$ cat src/rtl/trap_ctrl_if.sv
// trap_ctrl_if: stall encoding plus the request/CSR/redirect bundle of the trap controller
package trap_ctrl_pkg;
  typedef enum logic [1:0] {NO_STALL = 2'd0, STALL_FETCH = 2'd1, STALL_MEM = 2'd2, STALL_ALL = 2'd3} stall_e;
endpackage

interface trap_ctrl_if #(parameter int XLEN = 32);
  import trap_ctrl_pkg::*;
  stall_e stall_i;
  logic fe_exc_i, de_exc_i, ex_exc_i, mem_exc_i;
  logic [3:0] fe_cause_i, de_cause_i, ex_cause_i, mem_cause_i;
  logic [XLEN-1:0] fe_pc_i, de_pc_i, ex_pc_i, mem_pc_i;
  logic [XLEN-1:0] fe_tval_i, de_tval_i, ex_tval_i, mem_tval_i;
  logic mret_i, mstatus_mie_i;
  logic [XLEN-1:0] int_pc_i, mie_i, mip_i, mtvec_i, mepc_i;
  logic trap_active_o, de_trap_active_o, redirect_o, flush_o, busy_o;
  logic [XLEN-1:0] trap_cause_o, trap_mepc_o, trap_tval_o, redirect_pc_o;
  modport master (
    input stall_i, fe_exc_i, de_exc_i, ex_exc_i, mem_exc_i,
    input fe_cause_i, de_cause_i, ex_cause_i, mem_cause_i,
    input fe_pc_i, de_pc_i, ex_pc_i, mem_pc_i,
    input fe_tval_i, de_tval_i, ex_tval_i, mem_tval_i,
    input mret_i, mstatus_mie_i, int_pc_i, mie_i, mip_i, mtvec_i, mepc_i,
    output trap_active_o, de_trap_active_o, redirect_o, flush_o, busy_o,
    output trap_cause_o, trap_mepc_o, trap_tval_o, redirect_pc_o
  );
  modport slave (
    output stall_i, fe_exc_i, de_exc_i, ex_exc_i, mem_exc_i,
    output fe_cause_i, de_cause_i, ex_cause_i, mem_cause_i,
    output fe_pc_i, de_pc_i, ex_pc_i, mem_pc_i,
    output fe_tval_i, de_tval_i, ex_tval_i, mem_tval_i,
    output mret_i, mstatus_mie_i, int_pc_i, mie_i, mip_i, mtvec_i, mepc_i,
    input trap_active_o, de_trap_active_o, redirect_o, flush_o, busy_o,
    input trap_cause_o, trap_mepc_o, trap_tval_o, redirect_pc_o
  );
endinterface

$ cat src/rtl/trap_ctrl.sv
// trap_ctrl: selects one trap/mret/interrupt per accept, drives CSR update, redirect and flush drain (TRAP_VECTORED_EN enables vectored interrupts)
module trap_ctrl import trap_ctrl_pkg::*; #(
  parameter int XLEN = 32,
  parameter int FLUSH_CYCLES = 2
) (
  input logic clk_i,
  input logic rst_ni,
  trap_ctrl_if.master bus
);
  localparam int CW = $clog2(FLUSH_CYCLES) + 1;
  typedef enum logic [1:0] {IDLE, TRAP, RET, DRAIN} state_e;
  state_e state_q, state_d;
  logic [CW-1:0] cnt_q, cnt_d;
  logic [XLEN-1:0] pend, epc, etval, base, vec, cause_d, mepc_d, tval_d, rpc_d;
  logic [3:0] icode, ecode;
  logic irq, any_exc, take, ret, is_irq, drain_done, unused;
  assign pend = bus.mip_i & bus.mie_i & XLEN'(12'h888);
  assign irq = bus.mstatus_mie_i & |pend;
  assign icode = pend[11] ? 4'd11 : pend[3] ? 4'd3 : 4'd7;
  assign any_exc = bus.mem_exc_i | bus.ex_exc_i | bus.de_exc_i | bus.fe_exc_i;
  assign take = state_q == IDLE && bus.stall_i == NO_STALL && (any_exc | bus.mret_i | irq);
  assign ret = !bus.mem_exc_i && !bus.ex_exc_i && bus.mret_i;
  assign is_irq = !any_exc && !bus.mret_i;
  assign ecode = bus.mem_exc_i ? bus.mem_cause_i : bus.ex_exc_i ? bus.ex_cause_i : bus.de_exc_i ? bus.de_cause_i : bus.fe_cause_i;
  assign epc = bus.mem_exc_i ? bus.mem_pc_i : bus.ex_exc_i ? bus.ex_pc_i : bus.de_exc_i ? bus.de_pc_i : bus.fe_pc_i;
  assign etval = bus.mem_exc_i ? bus.mem_tval_i : bus.ex_exc_i ? bus.ex_tval_i : bus.de_exc_i ? bus.de_tval_i : bus.fe_tval_i;
  assign cause_d = is_irq ? {1'b1, {(XLEN-5){1'b0}}, icode} : XLEN'(ecode);
  assign mepc_d = is_irq ? bus.int_pc_i : epc;
  assign tval_d = is_irq ? '0 : etval;
  assign base = {bus.mtvec_i[XLEN-1:2], 2'b00};
`ifdef TRAP_VECTORED_EN
  assign vec = (is_irq && bus.mtvec_i[1:0] == 2'b01) ? base + XLEN'({icode, 2'b00}) : base;
`else
  assign vec = base;
`endif
  assign rpc_d = ret ? {bus.mepc_i[XLEN-1:1], 1'b0} : vec;
  assign drain_done = cnt_q >= CW'(FLUSH_CYCLES - 2);
  assign unused = ^{bus.mtvec_i[1:0], bus.mepc_i[0]};
  // next state and saturating drain counter
  always_comb begin
    state_d = state_q;
    cnt_d = cnt_q;
    state_d = state_q == IDLE ? (take ? (ret ? RET : TRAP) : IDLE)
            : state_q == DRAIN ? (drain_done ? IDLE : DRAIN)
            : (FLUSH_CYCLES > 1 ? DRAIN : IDLE);
    cnt_d = state_q == DRAIN ? (cnt_q == '1 ? cnt_q : cnt_q + 1'b1) : '0;
  end
  // state register and registered outputs, derived from the next state
  always_ff @(posedge clk_i or negedge rst_ni) begin
    if (!rst_ni) begin
      state_q <= IDLE;
      cnt_q <= '0;
      bus.trap_active_o <= 1'b0;
      bus.de_trap_active_o <= 1'b0;
      bus.redirect_o <= 1'b0;
      bus.flush_o <= 1'b0;
      bus.busy_o <= 1'b0;
      bus.trap_cause_o <= '0;
      bus.trap_mepc_o <= '0;
      bus.trap_tval_o <= '0;
      bus.redirect_pc_o <= '0;
    end else begin
      state_q <= state_d;
      cnt_q <= cnt_d;
      bus.trap_active_o <= state_d == TRAP && state_q == IDLE;
      bus.de_trap_active_o <= state_d == RET && state_q == IDLE;
      bus.redirect_o <= take;
      bus.flush_o <= state_d != IDLE;
      bus.busy_o <= state_d != IDLE;
      if (take) bus.redirect_pc_o <= rpc_d;
      if (take && !ret) begin
        bus.trap_cause_o <= cause_d;
        bus.trap_mepc_o <= mepc_d;
        bus.trap_tval_o <= tval_d;
      end
    end
  end
endmodule
$ cat src/flat_wrapper.sv
// flat-port wrapper written by rule: the top's interface ports become plain ports
module trap_ctrl_flat import trap_ctrl_pkg::*;
#(
  parameter int XLEN = 32,
  parameter int FLUSH_CYCLES = 2
)
  (clk_i, rst_ni, bus_stall_i, bus_fe_exc_i, bus_de_exc_i, bus_ex_exc_i, bus_mem_exc_i, bus_fe_cause_i, bus_de_cause_i, bus_ex_cause_i, bus_mem_cause_i, bus_fe_pc_i, bus_de_pc_i, bus_ex_pc_i, bus_mem_pc_i, bus_fe_tval_i, bus_de_tval_i, bus_ex_tval_i, bus_mem_tval_i, bus_mret_i, bus_mstatus_mie_i, bus_int_pc_i, bus_mie_i, bus_mip_i, bus_mtvec_i, bus_mepc_i, bus_trap_active_o, bus_de_trap_active_o, bus_redirect_o, bus_flush_o, bus_busy_o, bus_trap_cause_o, bus_trap_mepc_o, bus_trap_tval_o, bus_redirect_pc_o);
  trap_ctrl_if #(.XLEN(XLEN)) bus_i ();
  input logic clk_i;
  input logic rst_ni;
  input wire logic [$bits(bus_i.stall_i)-1:0] bus_stall_i;
  input wire logic [$bits(bus_i.fe_exc_i)-1:0] bus_fe_exc_i;
  input wire logic [$bits(bus_i.de_exc_i)-1:0] bus_de_exc_i;
  input wire logic [$bits(bus_i.ex_exc_i)-1:0] bus_ex_exc_i;
  input wire logic [$bits(bus_i.mem_exc_i)-1:0] bus_mem_exc_i;
  input wire logic [$bits(bus_i.fe_cause_i)-1:0] bus_fe_cause_i;
  input wire logic [$bits(bus_i.de_cause_i)-1:0] bus_de_cause_i;
  input wire logic [$bits(bus_i.ex_cause_i)-1:0] bus_ex_cause_i;
  input wire logic [$bits(bus_i.mem_cause_i)-1:0] bus_mem_cause_i;
  input wire logic [$bits(bus_i.fe_pc_i)-1:0] bus_fe_pc_i;
  input wire logic [$bits(bus_i.de_pc_i)-1:0] bus_de_pc_i;
  input wire logic [$bits(bus_i.ex_pc_i)-1:0] bus_ex_pc_i;
  input wire logic [$bits(bus_i.mem_pc_i)-1:0] bus_mem_pc_i;
  input wire logic [$bits(bus_i.fe_tval_i)-1:0] bus_fe_tval_i;
  input wire logic [$bits(bus_i.de_tval_i)-1:0] bus_de_tval_i;
  input wire logic [$bits(bus_i.ex_tval_i)-1:0] bus_ex_tval_i;
  input wire logic [$bits(bus_i.mem_tval_i)-1:0] bus_mem_tval_i;
  input wire logic [$bits(bus_i.mret_i)-1:0] bus_mret_i;
  input wire logic [$bits(bus_i.mstatus_mie_i)-1:0] bus_mstatus_mie_i;
  input wire logic [$bits(bus_i.int_pc_i)-1:0] bus_int_pc_i;
  input wire logic [$bits(bus_i.mie_i)-1:0] bus_mie_i;
  input wire logic [$bits(bus_i.mip_i)-1:0] bus_mip_i;
  input wire logic [$bits(bus_i.mtvec_i)-1:0] bus_mtvec_i;
  input wire logic [$bits(bus_i.mepc_i)-1:0] bus_mepc_i;
  output wire logic [$bits(bus_i.trap_active_o)-1:0] bus_trap_active_o;
  output wire logic [$bits(bus_i.de_trap_active_o)-1:0] bus_de_trap_active_o;
  output wire logic [$bits(bus_i.redirect_o)-1:0] bus_redirect_o;
  output wire logic [$bits(bus_i.flush_o)-1:0] bus_flush_o;
  output wire logic [$bits(bus_i.busy_o)-1:0] bus_busy_o;
  output wire logic [$bits(bus_i.trap_cause_o)-1:0] bus_trap_cause_o;
  output wire logic [$bits(bus_i.trap_mepc_o)-1:0] bus_trap_mepc_o;
  output wire logic [$bits(bus_i.trap_tval_o)-1:0] bus_trap_tval_o;
  output wire logic [$bits(bus_i.redirect_pc_o)-1:0] bus_redirect_pc_o;
  assign bus_i.stall_i = bus_stall_i;
  assign bus_i.fe_exc_i = bus_fe_exc_i;
  assign bus_i.de_exc_i = bus_de_exc_i;
  assign bus_i.ex_exc_i = bus_ex_exc_i;
  assign bus_i.mem_exc_i = bus_mem_exc_i;
  assign bus_i.fe_cause_i = bus_fe_cause_i;
  assign bus_i.de_cause_i = bus_de_cause_i;
  assign bus_i.ex_cause_i = bus_ex_cause_i;
  assign bus_i.mem_cause_i = bus_mem_cause_i;
  assign bus_i.fe_pc_i = bus_fe_pc_i;
  assign bus_i.de_pc_i = bus_de_pc_i;
  assign bus_i.ex_pc_i = bus_ex_pc_i;
  assign bus_i.mem_pc_i = bus_mem_pc_i;
  assign bus_i.fe_tval_i = bus_fe_tval_i;
  assign bus_i.de_tval_i = bus_de_tval_i;
  assign bus_i.ex_tval_i = bus_ex_tval_i;
  assign bus_i.mem_tval_i = bus_mem_tval_i;
  assign bus_i.mret_i = bus_mret_i;
  assign bus_i.mstatus_mie_i = bus_mstatus_mie_i;
  assign bus_i.int_pc_i = bus_int_pc_i;
  assign bus_i.mie_i = bus_mie_i;
  assign bus_i.mip_i = bus_mip_i;
  assign bus_i.mtvec_i = bus_mtvec_i;
  assign bus_i.mepc_i = bus_mepc_i;
  assign bus_trap_active_o = bus_i.trap_active_o;
  assign bus_de_trap_active_o = bus_i.de_trap_active_o;
  assign bus_redirect_o = bus_i.redirect_o;
  assign bus_flush_o = bus_i.flush_o;
  assign bus_busy_o = bus_i.busy_o;
  assign bus_trap_cause_o = bus_i.trap_cause_o;
  assign bus_trap_mepc_o = bus_i.trap_mepc_o;
  assign bus_trap_tval_o = bus_i.trap_tval_o;
  assign bus_redirect_pc_o = bus_i.redirect_pc_o;
  trap_ctrl #(.XLEN(XLEN), .FLUSH_CYCLES(FLUSH_CYCLES)) u_core (.clk_i(clk_i), .rst_ni(rst_ni), .bus(bus_i));
endmodule
$ cat config.mk
export PLATFORM = sky130hd
export DESIGN_NAME = trap_ctrl_flat
export DESIGN_NICKNAME = d
export VERILOG_FILES = /design/src/rtl/trap_ctrl_if.sv /design/src/rtl/trap_ctrl.sv /design/src/flat_wrapper.sv
export SDC_FILE = /design/constraint.sdc
export NUM_CORES = 1
export LEC_CHECK = 0
export ABC_CLOCK_PERIOD_IN_PS = 3000
export BUFFER_PORTS_ARGS = -buffer_cell sky130_fd_sc_hd__buf_2
export CAP_MARGIN = 5
export CORE_AREA = 5 5 222 224
export CTS_BUF_LIST = sky130_fd_sc_hd__clkbuf_2
export CTS_CLUSTER_SIZE = 8
export DETAILED_ROUTE_END_ITERATION = 6
export DIE_AREA = 0 0 227 229
export GPL_ROUTABILITY_DRIVEN = 0
export PLACE_DENSITY = 0.41
export SETUP_SLACK_MARGIN = 0.02
export SLEW_MARGIN = 40
export SYNTH_ARGS = -nofsm -noshare
export SYNTH_HDL_FRONTEND = slang
export SYNTH_SLANG_ARGS = --single-unit
$ cat constraint.sdc
create_clock -name clk_i -period 3 [get_ports clk_i]
set_clock_uncertainty 0.05 [all_clocks]
set_input_delay 0.15 -clock clk_i [delete_from_list [all_inputs] [get_ports clk_i]]
set_output_delay 0.15 -clock clk_i [all_outputs]
set_load 0.01 [all_outputs]
==> results of run 1 <==
## per-stage QoR
step	cell area, µm²	hold slack, ns	instances
2_1_floorplan	6296	-0.1956	619
3_5_place_dp	9295	0.1373	1656
3_3_place_gp	9295	0.1344	1656
## logic make-up after synthesis
group                     count (synthesis)
AOI/OAI and AO/OA                       205
DFF                                     106
other                                     1
muxes                                    98
and+or+nand+nor                          87
xor gates and xnor gates                  1
buffers and inverters                    94
==> metrics.txt, run 1 <==
Gate Count Post-Synth just under 600; status aborted with a tool error; I/O pins between 500 and 600; Synth cell types 35; Post-synth EDFFs 0; synthesis-stage register bit count 106; largest cells by area after synthesis dfrtp_1 43%, mux2i_1 11%, mux2_2 6.0%; # Post-CTS Setup Buffers 0; die height around 230 µm; clk sink count approximately 110; xor/xnor share of the synthesized area 0.1414%; Synth Warn # 0; hpwl dp 24,450 µm; IO buf count a little under 500; proportion of synthesized area in mux cells 16.50%; CTS H-tree lvls 3; root buf cell clkbuf_2; complex-gate fraction of the synthesized area 26.40%; most numerous cell in the Yosys netlist dfrtp_1; Synth area leader dfrtp_1; Max clock buf depth 2; Num CTS Buffers 9; Synth Area in Simple Gates 6.241%; Synth top area share 42.82%; synthesized area 0.006195 mm²; Resize count post-CTS 0; ys async rst share 100.0%; Most used DFF post-synth dfrtp_1; Synth Area in Adders 0%; Initial Utilization 13.14%; Die Span X between 200 and 250 µm; post-synthesis sequential area ratio 42.82%; Failed at clock tree synthesis (4_1_cts); Mapped Avg Cell Area 10.46 µm²; Err [ERROR RSZ-0060] Max buffer count reached.; synth cell count leaders 106 x dfrtp_1, 65 x mux2i_1, 63 x a21oi_1, 38 x nand2_1, 37 x nor2_1; Placement Setup Slack about 0.56 ns; largest family of logic cells by synthesized area compound AO/OA/AOI/OAI gates; hold_buf cts 337; row cnt 80
==> run 2: changes to the inputs <==
Settings changed: CORE_AREA 5 5 222 224 to 5 5 218 220, CTS_BUF_LIST sky130_fd_sc_hd__clkbuf_2 to unset, CTS_CLUSTER_SIZE 8 to unset, DIE_AREA 0 0 227 229 to 0 0 223 225, PLACE_DENSITY 0.41 to unset, PLACE_DENSITY_LB_ADDON set to 0.15, SETUP_SLACK_MARGIN 0.02 to unset.
==> run 2 against run 1 <==
Effect of this change:
- the flow now finishes, with violations (design-rule violations)
- synthesized area unchanged
- synthesized cell count unchanged
==> metrics.txt, run 2 <==
fin. max-slew vios 0; I/O pins 575 (unchanged); vias in the first global route 7,591; Leak 0.004995 µW; largest net degree at the start of global routing 55; VDD IR max 364.6 µV; initial antenna violation count 3; layout cells sized above 1 51.92%; GR Util All Layers 12.01%; worst-path fanout max 36; ys async rst share 100.0% (unchanged); Detailed Route Iter0 Violations 388; Max clock buf depth 2 (unchanged); Initial Utilization 13.74% (+0.60 points); synthesized area 0.006195 mm² (unchanged); routed len/inst 18.77 µm; TNS Setup 0 ns; Crit Path Class flop to flop; synth cell count leaders 106 x dfrtp_1, 65 x mux2i_1, 63 x a21oi_1, 38 x nand2_1, 37 x nor2_1; R2R Setup Slk around 0.54 ns; DR DRC count 7; Mapped Avg Cell Area 10.46 µm² (unchanged); routed via count a little under 7,000; final hold slack 0.03589 ns; violated checks design-rule violations; Critical Path RT between 3 and 4 ns; IO buf count 485 (unchanged); Crit. End Element flop; synthesis-stage register bit count 106 (unchanged); period utilization 81.89%; fin crit period 2.457 ns; clk sink count 106 (unchanged); TritonCTS clock tree done; area delta synth->final 61.04%; most numerous cell in the Yosys netlist dfrtp_1; GRT overflow 0; Worst Tran Pin Value 0.6399 ns; status finished with violations; row cnt 78 (-2.5%); Detailed Route WL approximately 32,000 µm; Fillers between 5,000 and 6,000; Synth area leader dfrtp_1; Synth top area share 42.82% (unchanged); largest registers u_core.bus.trap_mepc_o x32, u_core.bus.trap_tval_o x32, u_core.bus.redirect_pc_o x31; Synth Warn # 0 (unchanged); Most used DFF post-synth dfrtp_1; Final Hold Fails 0; Die Span X 223 µm (-1.8%); post-synthesis sequential area ratio 42.82% (unchanged); later-pin clock latency in the skew report between 0.3 and 0.4 ns; CTS clk-pin slew, worst paths around 0.08 ns; Core Region 0.04509 mm²; Num CTS Buffers 9 (unchanged); type of element launching the critical path flop; drt pass-1 iters 7; Die Area approximately 0.050 mm²; Hold Path Class primary input to flop; power per cell area 636.4 mW/mm²; ANT nets after route 0; hpwl dp 24,700 µm (+1.1%); vias per std cell 4.099; die height 225 µm (-1.7%); first-pass GRT wire length 46,860 µm; commonest cells after routing, fill and taps aside 483 x buf_2, 106 x dfrtp_1, 65 x mux2i_1; Max Fclk 0.4071 GHz; root buf cell clkbuf_16; Post-synth EDFFs 0 (unchanged); Resize count post-CTS 0 (unchanged); Synth cell types 35 (unchanged); Arrival @ worst endpoint about 2.7 ns; commonest non-fill, non-tap cell in the layout buf_2; RSZ-0062 raised after global routing no; largest cells by area after synthesis dfrtp_1 43%, mux2i_1 11%, mux2_2 6.0%; CTS H-tree lvls 3 (unchanged); MaxCap Viol Count 0; Setup-failing EPs final 0; Final #Nets 1,531; Gate Count Post-Synth 592 (unchanged); Slew HR between 50% and 60%
[run 2: cell counts after synthesis]
Identical to the previous run, type by type.
[run 2: layout make-up]
| cell class | instances | area, µm² | share of cell area, % |
|---|---|---|---|
| flip-flops and latches | 106 | 2653 | 26.59 |
| repair buffers | 548 | 3065 | 30.73 |
| multi-input cells | 419 | 3189 | 31.97 |
| inverters | 5 | 18.77 | 0.1881 |
| diodes | 2 | 5.005 | 0.05017 |
| clock inverters | 5 | 61.31 | 0.6146 |
| clock buffers | 11 | 232.7 | 2.333 |
| well taps | 600 | 750.7 | 7.525 |
[run 2: per-stage QoR]
| step | std cells | setup slack [ns] | utilization (%) | total power [µW] | area [µm²] |
|---|---|---|---|---|---|
| 2_1_floorplan | 619 | 1.177 | - | 3763 | 6296 |
| 3_3_place_gp | 1640 | 0.3989 | 20.61 | 5157 | 9294 |
| 3_5_place_dp | 1642 | 0.4325 | 20.66 | 5149 | 9316 |
| 4_1_cts | 1694 | 0.4142 | 22.11 | 6526 | 9971 |
| 5_1_grt | 1695 | 0.3947 | 22.12 | 6835 | 9973 |
| 6_report | 1696 | 0.5434 | 22.13 | 6349 | 9976 |
[run 2: what timing repair did]
item | CTS | global route
setup buffers | 0 | 0
hold buffers | 36 | 0
hold endpoints to repair | 87 | 0
[run 2: path summary, 6_finish.rpt]
path / endpoint / from / depth (start not counted)
hold / removal: u_core.bus.redirect_pc_o[24]$_DFFE_PN0N_ / bus_mepc_i[24] / 3
hold reg to reg: u_core.bus.trap_tval_o[18]$_DFFE_PN0P_ / u_core.bus.trap_tval_o[18]$_DFFE_PN0P_ / 1
setup reg to reg: u_core.bus.trap_mepc_o[3]$_DFFE_PN0P_ / u_core.state_q[1]$_DFF_PN0_ / 5
min in group asynchronous: u_core.bus.trap_tval_o[25]$_DFFE_PN0P_ / rst_ni / 2
max in group asynchronous: u_core.bus.trap_tval_o[7]$_DFFE_PN0P_ / rst_ni / 3
setup / recovery: u_core.bus.trap_mepc_o[3]$_DFFE_PN0P_ / u_core.state_q[1]$_DFF_PN0_ / 5
[run 2: worst max-delay path: stages (launching register included)]
cell and delay, ns:
dfrtp_1 0.42, nor4_4 0.36, buf_4 0.50, nand3_4 0.32
buf_12 0.29, a221o_1 0.38
[run 2: routing by layer]
layer / track usage, % / part of all wire [%]
met5: 0 / 0.063
met4: 3.636 / 2.3
met3: 3.530 / 7.2
met2: 21.01 / 50
met1: 14.26 / 41
[run 2: cell families after synthesis]
logic type	synth area share, %
other	0.06054
AOI/OAI and AO/OA	26.40
buffers and inverters	7.837
DFF	42.82
xor gates and xnor gates	0.1414
muxes	16.50
and+or+nand+nor	6.241
[run 2: report_power, final]
part           switching [µW]  internal (µW)  total, µW
logic                    1400           1280       2670
registers                 346           2080       2430
clock network             591            656       1250
total                    2330           4020       6350
(Power assumes the default switching activity.)
